## src/rtl/id_ex_stage_reg_if.sv

```systemverilog
// id_ex_stage_reg_if: decode-to-execute pipeline register bus (inputs from decode, registered outputs to execute)
interface id_ex_stage_reg_if;
  logic        freeze;
  logic        flush;
  logic        in_valid;
  logic [3:0]  exe_cmd_in;
  logic        mem_r_en_in;
  logic        mem_w_en_in;
  logic        wb_en_in;
  logic        b_in;
  logic        s_in;
  logic        imm_in;
  logic [31:0] pc_in;
  logic [31:0] val_rn_in;
  logic [31:0] val_rm_in;
  logic [3:0]  src1_in;
  logic [3:0]  src2_in;
  logic [3:0]  dest_in;
  logic [11:0] shift_operand_in;
  logic [23:0] signed_imm_24_in;
  logic [3:0]  status_in;
  logic        wb_wb_en;
  logic [3:0]  wb_dest;
  logic [31:0] wb_value;
  logic        out_valid;
  logic [3:0]  exe_cmd_out;
  logic        mem_r_en_out;
  logic        mem_w_en_out;
  logic        wb_en_out;
  logic        b_out;
  logic        s_out;
  logic        imm_out;
  logic [31:0] pc_out;
  logic [31:0] val_rn_out;
  logic [31:0] val_rm_out;
  logic [3:0]  src1_out;
  logic [3:0]  src2_out;
  logic [3:0]  dest_out;
  logic [11:0] shift_operand_out;
  logic [23:0] signed_imm_24_out;
  logic [3:0]  status_out;
  modport master (
    output freeze, flush, in_valid, exe_cmd_in, mem_r_en_in, mem_w_en_in, wb_en_in, b_in, s_in, imm_in,
           pc_in, val_rn_in, val_rm_in, src1_in, src2_in, dest_in, shift_operand_in, signed_imm_24_in,
           status_in, wb_wb_en, wb_dest, wb_value,
    input  out_valid, exe_cmd_out, mem_r_en_out, mem_w_en_out, wb_en_out, b_out, s_out, imm_out,
           pc_out, val_rn_out, val_rm_out, src1_out, src2_out, dest_out, shift_operand_out,
           signed_imm_24_out, status_out
  );
  modport slave (
    input  freeze, flush, in_valid, exe_cmd_in, mem_r_en_in, mem_w_en_in, wb_en_in, b_in, s_in, imm_in,
           pc_in, val_rn_in, val_rm_in, src1_in, src2_in, dest_in, shift_operand_in, signed_imm_24_in,
           status_in, wb_wb_en, wb_dest, wb_value,
    output out_valid, exe_cmd_out, mem_r_en_out, mem_w_en_out, wb_en_out, b_out, s_out, imm_out,
           pc_out, val_rn_out, val_rm_out, src1_out, src2_out, dest_out, shift_operand_out,
           signed_imm_24_out, status_out
  );
endinterface

```

## src/rtl/id_ex_stage_reg.sv

```systemverilog
// id_ex_stage_reg: ID/EX pipeline register with freeze/flush, saturating event counters; define ID_EX_WB_BYPASS_EN for write-back bypass at capture
module id_ex_stage_reg #(
  parameter int CNT_W = 16
) (
  input  logic             clk,
  input  logic             rst,
  id_ex_stage_reg_if.slave bus,
  output logic [CNT_W-1:0] stall_cnt,
  output logic [CNT_W-1:0] flush_cnt
);
  logic              w_byp_rn;
  logic              w_byp_rm;
  logic [31:0]       w_rn;
  logic [31:0]       w_rm;
  logic [9:0]        w_ctrl_in;
  logic [147:0]      w_data_in;
  logic              r_valid;
  logic [9:0]        r_ctrl;
  logic [147:0]      r_data;
  logic [CNT_W-1:0]  r_stall_cnt;
  logic [CNT_W-1:0]  r_flush_cnt;
`ifdef ID_EX_WB_BYPASS_EN
  assign w_byp_rn = bus.wb_wb_en && (bus.wb_dest == bus.src1_in);
  assign w_byp_rm = bus.wb_wb_en && (bus.wb_dest == bus.src2_in);
`else
  assign w_byp_rn = 1'b0;
  assign w_byp_rm = 1'b0;
`endif
  assign w_rn      = w_byp_rn ? bus.wb_value : bus.val_rn_in;
  assign w_rm      = w_byp_rm ? bus.wb_value : bus.val_rm_in;
  assign w_ctrl_in = {bus.exe_cmd_in, bus.mem_r_en_in, bus.mem_w_en_in, bus.wb_en_in, bus.b_in, bus.s_in, bus.imm_in};
  assign w_data_in = {bus.pc_in, w_rn, w_rm, bus.src1_in, bus.src2_in, bus.dest_in,
                      bus.shift_operand_in, bus.signed_imm_24_in, bus.status_in};
  // pipeline register: flush inserts an all-zero bubble, freeze holds, otherwise capture
  always_ff @(posedge clk or posedge rst) begin
    if (rst) begin
      r_valid <= 1'b0;
      r_ctrl  <= '0;
      r_data  <= '0;
    end else if (bus.flush) begin
      r_valid <= 1'b0;
      r_ctrl  <= '0;
      r_data  <= '0;
    end else if (!bus.freeze) begin
      r_valid <= bus.in_valid;
      r_ctrl  <= w_ctrl_in;
      r_data  <= w_data_in;
    end
  end
  // stall and flush event counters, saturating at all-ones
  always_ff @(posedge clk or posedge rst) begin
    if (rst) begin
      r_stall_cnt <= '0;
      r_flush_cnt <= '0;
    end else begin
      if (bus.freeze && !bus.flush && !(&r_stall_cnt)) r_stall_cnt <= r_stall_cnt + 1'b1;
      if (bus.flush && !(&r_flush_cnt)) r_flush_cnt <= r_flush_cnt + 1'b1;
    end
  end
  assign bus.out_valid = r_valid;
  assign {bus.exe_cmd_out, bus.mem_r_en_out, bus.mem_w_en_out, bus.wb_en_out, bus.b_out, bus.s_out, bus.imm_out} = r_ctrl;
  assign {bus.pc_out, bus.val_rn_out, bus.val_rm_out, bus.src1_out, bus.src2_out, bus.dest_out,
          bus.shift_operand_out, bus.signed_imm_24_out, bus.status_out} = r_data;
  assign stall_cnt = r_stall_cnt;
  assign flush_cnt = r_flush_cnt;
endmodule

```

## src/flat_wrapper.sv

```systemverilog
// flat-port wrapper written by rule: the top's interface ports become plain ports
module id_ex_stage_reg_flat 
#(
  parameter int CNT_W = 16
)
  (clk, rst, stall_cnt, flush_cnt, bus_freeze, bus_flush, bus_in_valid, bus_exe_cmd_in, bus_mem_r_en_in, bus_mem_w_en_in, bus_wb_en_in, bus_b_in, bus_s_in, bus_imm_in, bus_pc_in, bus_val_rn_in, bus_val_rm_in, bus_src1_in, bus_src2_in, bus_dest_in, bus_shift_operand_in, bus_signed_imm_24_in, bus_status_in, bus_wb_wb_en, bus_wb_dest, bus_wb_value, bus_out_valid, bus_exe_cmd_out, bus_mem_r_en_out, bus_mem_w_en_out, bus_wb_en_out, bus_b_out, bus_s_out, bus_imm_out, bus_pc_out, bus_val_rn_out, bus_val_rm_out, bus_src1_out, bus_src2_out, bus_dest_out, bus_shift_operand_out, bus_signed_imm_24_out, bus_status_out);
  id_ex_stage_reg_if bus_i ();
  input  logic clk;
  input  logic rst;
  output logic [CNT_W-1:0] stall_cnt;
  output logic [CNT_W-1:0] flush_cnt;
  input wire logic [$bits(bus_i.freeze)-1:0] bus_freeze;
  input wire logic [$bits(bus_i.flush)-1:0] bus_flush;
  input wire logic [$bits(bus_i.in_valid)-1:0] bus_in_valid;
  input wire logic [$bits(bus_i.exe_cmd_in)-1:0] bus_exe_cmd_in;
  input wire logic [$bits(bus_i.mem_r_en_in)-1:0] bus_mem_r_en_in;
  input wire logic [$bits(bus_i.mem_w_en_in)-1:0] bus_mem_w_en_in;
  input wire logic [$bits(bus_i.wb_en_in)-1:0] bus_wb_en_in;
  input wire logic [$bits(bus_i.b_in)-1:0] bus_b_in;
  input wire logic [$bits(bus_i.s_in)-1:0] bus_s_in;
  input wire logic [$bits(bus_i.imm_in)-1:0] bus_imm_in;
  input wire logic [$bits(bus_i.pc_in)-1:0] bus_pc_in;
  input wire logic [$bits(bus_i.val_rn_in)-1:0] bus_val_rn_in;
  input wire logic [$bits(bus_i.val_rm_in)-1:0] bus_val_rm_in;
  input wire logic [$bits(bus_i.src1_in)-1:0] bus_src1_in;
  input wire logic [$bits(bus_i.src2_in)-1:0] bus_src2_in;
  input wire logic [$bits(bus_i.dest_in)-1:0] bus_dest_in;
  input wire logic [$bits(bus_i.shift_operand_in)-1:0] bus_shift_operand_in;
  input wire logic [$bits(bus_i.signed_imm_24_in)-1:0] bus_signed_imm_24_in;
  input wire logic [$bits(bus_i.status_in)-1:0] bus_status_in;
  input wire logic [$bits(bus_i.wb_wb_en)-1:0] bus_wb_wb_en;
  input wire logic [$bits(bus_i.wb_dest)-1:0] bus_wb_dest;
  input wire logic [$bits(bus_i.wb_value)-1:0] bus_wb_value;
  output wire logic [$bits(bus_i.out_valid)-1:0] bus_out_valid;
  output wire logic [$bits(bus_i.exe_cmd_out)-1:0] bus_exe_cmd_out;
  output wire logic [$bits(bus_i.mem_r_en_out)-1:0] bus_mem_r_en_out;
  output wire logic [$bits(bus_i.mem_w_en_out)-1:0] bus_mem_w_en_out;
  output wire logic [$bits(bus_i.wb_en_out)-1:0] bus_wb_en_out;
  output wire logic [$bits(bus_i.b_out)-1:0] bus_b_out;
  output wire logic [$bits(bus_i.s_out)-1:0] bus_s_out;
  output wire logic [$bits(bus_i.imm_out)-1:0] bus_imm_out;
  output wire logic [$bits(bus_i.pc_out)-1:0] bus_pc_out;
  output wire logic [$bits(bus_i.val_rn_out)-1:0] bus_val_rn_out;
  output wire logic [$bits(bus_i.val_rm_out)-1:0] bus_val_rm_out;
  output wire logic [$bits(bus_i.src1_out)-1:0] bus_src1_out;
  output wire logic [$bits(bus_i.src2_out)-1:0] bus_src2_out;
  output wire logic [$bits(bus_i.dest_out)-1:0] bus_dest_out;
  output wire logic [$bits(bus_i.shift_operand_out)-1:0] bus_shift_operand_out;
  output wire logic [$bits(bus_i.signed_imm_24_out)-1:0] bus_signed_imm_24_out;
  output wire logic [$bits(bus_i.status_out)-1:0] bus_status_out;
  assign bus_i.freeze = bus_freeze;
  assign bus_i.flush = bus_flush;
  assign bus_i.in_valid = bus_in_valid;
  assign bus_i.exe_cmd_in = bus_exe_cmd_in;
  assign bus_i.mem_r_en_in = bus_mem_r_en_in;
  assign bus_i.mem_w_en_in = bus_mem_w_en_in;
  assign bus_i.wb_en_in = bus_wb_en_in;
  assign bus_i.b_in = bus_b_in;
  assign bus_i.s_in = bus_s_in;
  assign bus_i.imm_in = bus_imm_in;
  assign bus_i.pc_in = bus_pc_in;
  assign bus_i.val_rn_in = bus_val_rn_in;
  assign bus_i.val_rm_in = bus_val_rm_in;
  assign bus_i.src1_in = bus_src1_in;
  assign bus_i.src2_in = bus_src2_in;
  assign bus_i.dest_in = bus_dest_in;
  assign bus_i.shift_operand_in = bus_shift_operand_in;
  assign bus_i.signed_imm_24_in = bus_signed_imm_24_in;
  assign bus_i.status_in = bus_status_in;
  assign bus_i.wb_wb_en = bus_wb_wb_en;
  assign bus_i.wb_dest = bus_wb_dest;
  assign bus_i.wb_value = bus_wb_value;
  assign bus_out_valid = bus_i.out_valid;
  assign bus_exe_cmd_out = bus_i.exe_cmd_out;
  assign bus_mem_r_en_out = bus_i.mem_r_en_out;
  assign bus_mem_w_en_out = bus_i.mem_w_en_out;
  assign bus_wb_en_out = bus_i.wb_en_out;
  assign bus_b_out = bus_i.b_out;
  assign bus_s_out = bus_i.s_out;
  assign bus_imm_out = bus_i.imm_out;
  assign bus_pc_out = bus_i.pc_out;
  assign bus_val_rn_out = bus_i.val_rn_out;
  assign bus_val_rm_out = bus_i.val_rm_out;
  assign bus_src1_out = bus_i.src1_out;
  assign bus_src2_out = bus_i.src2_out;
  assign bus_dest_out = bus_i.dest_out;
  assign bus_shift_operand_out = bus_i.shift_operand_out;
  assign bus_signed_imm_24_out = bus_i.signed_imm_24_out;
  assign bus_status_out = bus_i.status_out;
  id_ex_stage_reg #(.CNT_W(CNT_W)) u_core (.clk(clk), .rst(rst), .bus(bus_i), .stall_cnt(stall_cnt), .flush_cnt(flush_cnt));
endmodule
```

## config.mk

```make
export PLATFORM = sky130hd
export DESIGN_NAME = id_ex_stage_reg_flat
export DESIGN_NICKNAME = d
export VERILOG_FILES = /design/src/rtl/id_ex_stage_reg_if.sv /design/src/rtl/id_ex_stage_reg.sv /design/src/flat_wrapper.sv
export SDC_FILE = /design/constraint.sdc
export NUM_CORES = 1
export LEC_CHECK = 0
export BUFFER_PORTS_ARGS = -buffer_cell sky130_fd_sc_hd__buf_4
export CAP_MARGIN = 40
export CORE_AREA = 3 3 150 152
export CTS_CLUSTER_SIZE = 16
export DETAILED_ROUTE_END_ITERATION = 6
export DIE_AREA = 0 0 153 155
export GPL_ROUTABILITY_DRIVEN = 0
export PLACE_DENSITY = 0.78
export SYNTH_ARGS = -nofsm -noshare
export SYNTH_HDL_FRONTEND = slang
export SYNTH_SLANG_ARGS = --single-unit
```

## constraint.sdc

```tcl
create_clock -name clk -period 6.4 [get_ports clk]
set_input_delay 1.28 -clock clk [delete_from_list [all_inputs] [get_ports clk]]
set_output_delay 1.28 -clock clk [all_outputs]
set_load 0.01 [all_outputs]
```

==> parameters.txt <==
Parameter                              Value

Synthesis
  Net count after synthesis    859
  Post-synthesis register bit count    191
  Post-Syn Instances    657
  Sequential element share of the synthesized area    60.2%
  Cell Area, Synth    7940 sq um
  Yosys warns    0
  Post-synthesis average cell area    12.1 sq um
  Count of cell types in the netlist    36

Global route
  First-pass GRT wire length    33000 um
  Antenna violations before repair    0
  Overall routing resource usage    17.0%
  Sum of overflow across all layers after global routing    0
  Via count of the first global-routing pass    6118
  Largest net degree at the start of global routing    192

Setup path
  Kind of end point of the critical path    flop
  CP Buf/Inv Count    1
  Crit path launch type    input port
  Arrival time of data at the critical path endpoint    3.08 ns
  Max stage delay cell, worst path    buf_4
  CP Data Required Time    6.71 ns
  Maximum fanout along the worst path    85
  Crit path max-delay family    buffers and inverters
  Number of cells traversed by the worst register-to-register path    5
  Critical Path Max Stage Delay    0.63 ns
  Cells along the critical path    buf_4, nand4_1, a41oi_1, nand4_1, xnor2_1
  Worst reg2reg path startpoint    u_core.flush_cnt[0]
  Depth of the critical timing path with buffers and inverters included    5
  Startpoint of the worst setup timing path    bus_flush
  Cell occurring most often along the worst timing path    nand4_1
  Critical path class    in -> reg

CTS
  CTS tree    built
  Clock buffer count from CTS    17
  Hold buffer count at CTS    0
  Number of setup buffers added after CTS    0
  Root Buffer Master    clkbuf_16
  Clock-pin slew of the registers on the worst-case setup and hold paths    0.07 ns
  CTS sink count    191
  Count of H-tree levels built during CTS    4
  Post-CTS sizing    0
  Insertion delay of the later-clocked pin in the worst-skew pair    0.42 ns
  Number of buffers on the longest clock path    2

Pwr
  Power share of the sequential group    46.1%
  Post-route total power    3.04 mW
  Fraction of power spent switching nets    28.2%
  Clk pwr share    36.5%
  Int Pwr    2.18 mW
  Max VDD drop    156 uV
  Part of the power in combinational logic    17.4%
  Power density of the placed cells    265 nW/um^2
  Static power due to leakage    6.22 nW
  Net switching component of the power    0.855 mW

Detailed routing
  Per-cell via count in the routed design    4.81
  Via count    6181
  Count of nets left with antenna violations after detail routing    0
  Wire length reported by the detailed router    20900 um
  DRC violation total after the first TritonRoute iteration    297
  DRC violations left    0
  Average wire length per cell after detail routing    16.3 um
  Pre-antenna DRT Iters    4

Final layout
  Final net count    1198
  Inserted Diodes    0
  Footprint of the flip-flops and latches    4780 sq um
  Area of the multi-input gates    2980 sq um
  Layout cell share with drive strength beyond 1    39.5%
  Area growth from synthesis to final layout    44.3%
  Fill cell instance count of the final layout    1880

Hold path
  Number of cells on the worst hold path    1
  Worst hold path class    reg -> reg
  Worst Min Path Start    u_core.stall_cnt[15]

Floorplan
  Width of the chip    153 um
  Die Y-Extent    155 um
  Number of I/O pins    391
  Placeable core region    21200 sq um
  Row count    53
  Initial Util    37.5%
  Die ar.    23700 sq um

STA
  Clock skew after layout    0.0115 ns
  Maximum achievable frequency    0.361 GHz
  Total negative slack    0 ns
  Final count of negative-setup-slack endpoints    0
  Max transition margin    31.4%
  Part of the cycle the worst path needs    43.3%
  Minimum period implied by the final worst setup slack    2.77 ns
  Final Max Slew Viols    0
  Hold violation total from the final report    0
  Unrepaired setup endpoints after global routing    no
  Transition time at the pin with the least slew margin    1.03 ns

Placement
  Final HPWL from detailed placement    14800 um
  Count of buffers inserted at the top-level ports    353

Status
  Run status    finished clean

Job
  Max-cap check violation count    0
==> Yosys cell counts (all sizes together) <==
cell      n  area (sq um)
and3b     2          17.5
nand3    10          50.1
xnor2    11          96.3
a21boi    2          18.8
a21oi     7          35.0
nor4b     1          8.76
and3      7          43.8
nor3      3          15.0
nor2    164           616
mux2      5          60.1
nand2     7          26.3
nand4    10          68.8
mux2i   161          1610
nor3b     2          26.3
buf      23           109
and4      8          70.1
and2      1          6.26
dfrtp   191          4780
a31oi     1          6.26
clkbuf   13          48.8
nand3b    1          7.51
o311ai    1          8.76
xor2      9          78.8
a41oi     1          8.76
and2b     1          8.76
o41ai     1          27.5
o21a      1          7.51
o21ai     4          20.0
inv       5          18.8
nor4      2          12.5
ha        2          25.0
==> cells in the final DEF (no fill, tap or decap), types with 2 or more instances in the layout <==
master      Yosys  routed
a21oi_1         7       7
and3_1          7       7
and3b_1         2       2
and4_1          8       8
buf_12          0       2
buf_4           0     353
bufinv_16       0       2
clkbuf_16       0      17
clkinv_8        0       3
clkinvlp_4      0       2
dfrtp_1       191     191
ha_1            2       2
inv_1           5       4
inv_6           0       5
inv_8           0       2
mux2_2          4       4
mux2i_1       161     161
nand2_1         7       7
nand3_1        10      10
nand4_1         9       9
nor2_1        164     164
nor3_1          3       3
nor4_1          2       2
o21ai_0         4       4
xnor2_1        11      11
xor2_1          9       9
==> per-layer routing <==
layer  wire length [um]  up-vias  GRT usage, %
li1                   -     2906             -
met1               8470     2994          21.5
met2              10200      251          27.9
met3               1830       30          5.84
met4                412        0          5.35
met5                  0        -             0
==> worst reg2reg max path, cell delays in order, from the launching register on <==
cell	delay, ns
dfrtp_1	0.43
ha_1	0.24
and3_1	0.24
a41oi_1	0.61
nand4_1	0.19
xnor2_1	0.16
==> cells by family (layout without fill, tap and decap cells) <==
kind of cell	after synthesis	after routing	share of synthesized area, %
buffers and inverters	41	393	2.22
multiplexers	166	166	21.1
AND/OR/NAND/NOR	219	219	12.3
flip-flops	191	191	60.2
adder cells (fa/ha/maj)	2	2	0.315
XOR/XNOR	20	20	2.21
AO/OA/AOI/OAI	18	18	1.67
==> area by class of cell <==
type | instances | area share (%)
Clock buffer | 17 | 3.71
Timing Repair Buffer | 356 | 23.6
Clock inverter | 15 | 1.72
Sequential cell | 191 | 41.7
Inverter | 5 | 0.197
Tap cell | 275 | 3.00
Multi-Input combinational cell | 425 | 26.0
==> final timing paths <==
path                                             end  slack [ns]
max in group asynchronous         u_core.r_data[116]        4.47
worst min-delay path            u_core.stall_cnt[15]        0.51
min in group asynchronous          u_core.r_data[58]        1.16
worst max-delay path            u_core.flush_cnt[15]        3.63
worst max register to register  u_core.flush_cnt[15]        4.41
worst min register to register  u_core.stall_cnt[15]        0.51
==> state kept, by name, indices dropped and copies added (netlist names) <==
signal and count:
u_core.stall_cnt 16, u_core.flush_cnt 16, u_core.bus.out_valid 1, u_core.r_data 148, u_core.r_ctrl 10
==> metrics by stage <==
step	util (%)	instances	worst slack (ns)	hold slack (ns)	cell area [sq um]
after global routing	54.1	1284	3.41	0.532	11500
after CTS	54.1	1284	3.61	0.515	11500
after floorplan	-	657	2.66	0.522	7940
after detailed placement	51.2	1252	3.17	0.504	10800
after global placement	51.2	1252	3.16	0.498	10800
final	54.1	1284	3.63	0.512	11500
==> power by group through the flow <==
stage | clock network [mW] | logic, mW | registers [mW]
after floorplan | 0 | 0.206 | 1.45
after global placement | 0 | 0.529 | 1.42
after detailed placement | 0 | 0.537 | 1.42
after CTS | 1.14 | 0.537 | 1.40
after global routing | 1.19 | 0.578 | 1.42
final | 1.11 | 0.528 | 1.40
No activity file was read; power rests on OpenSTA's default activity.
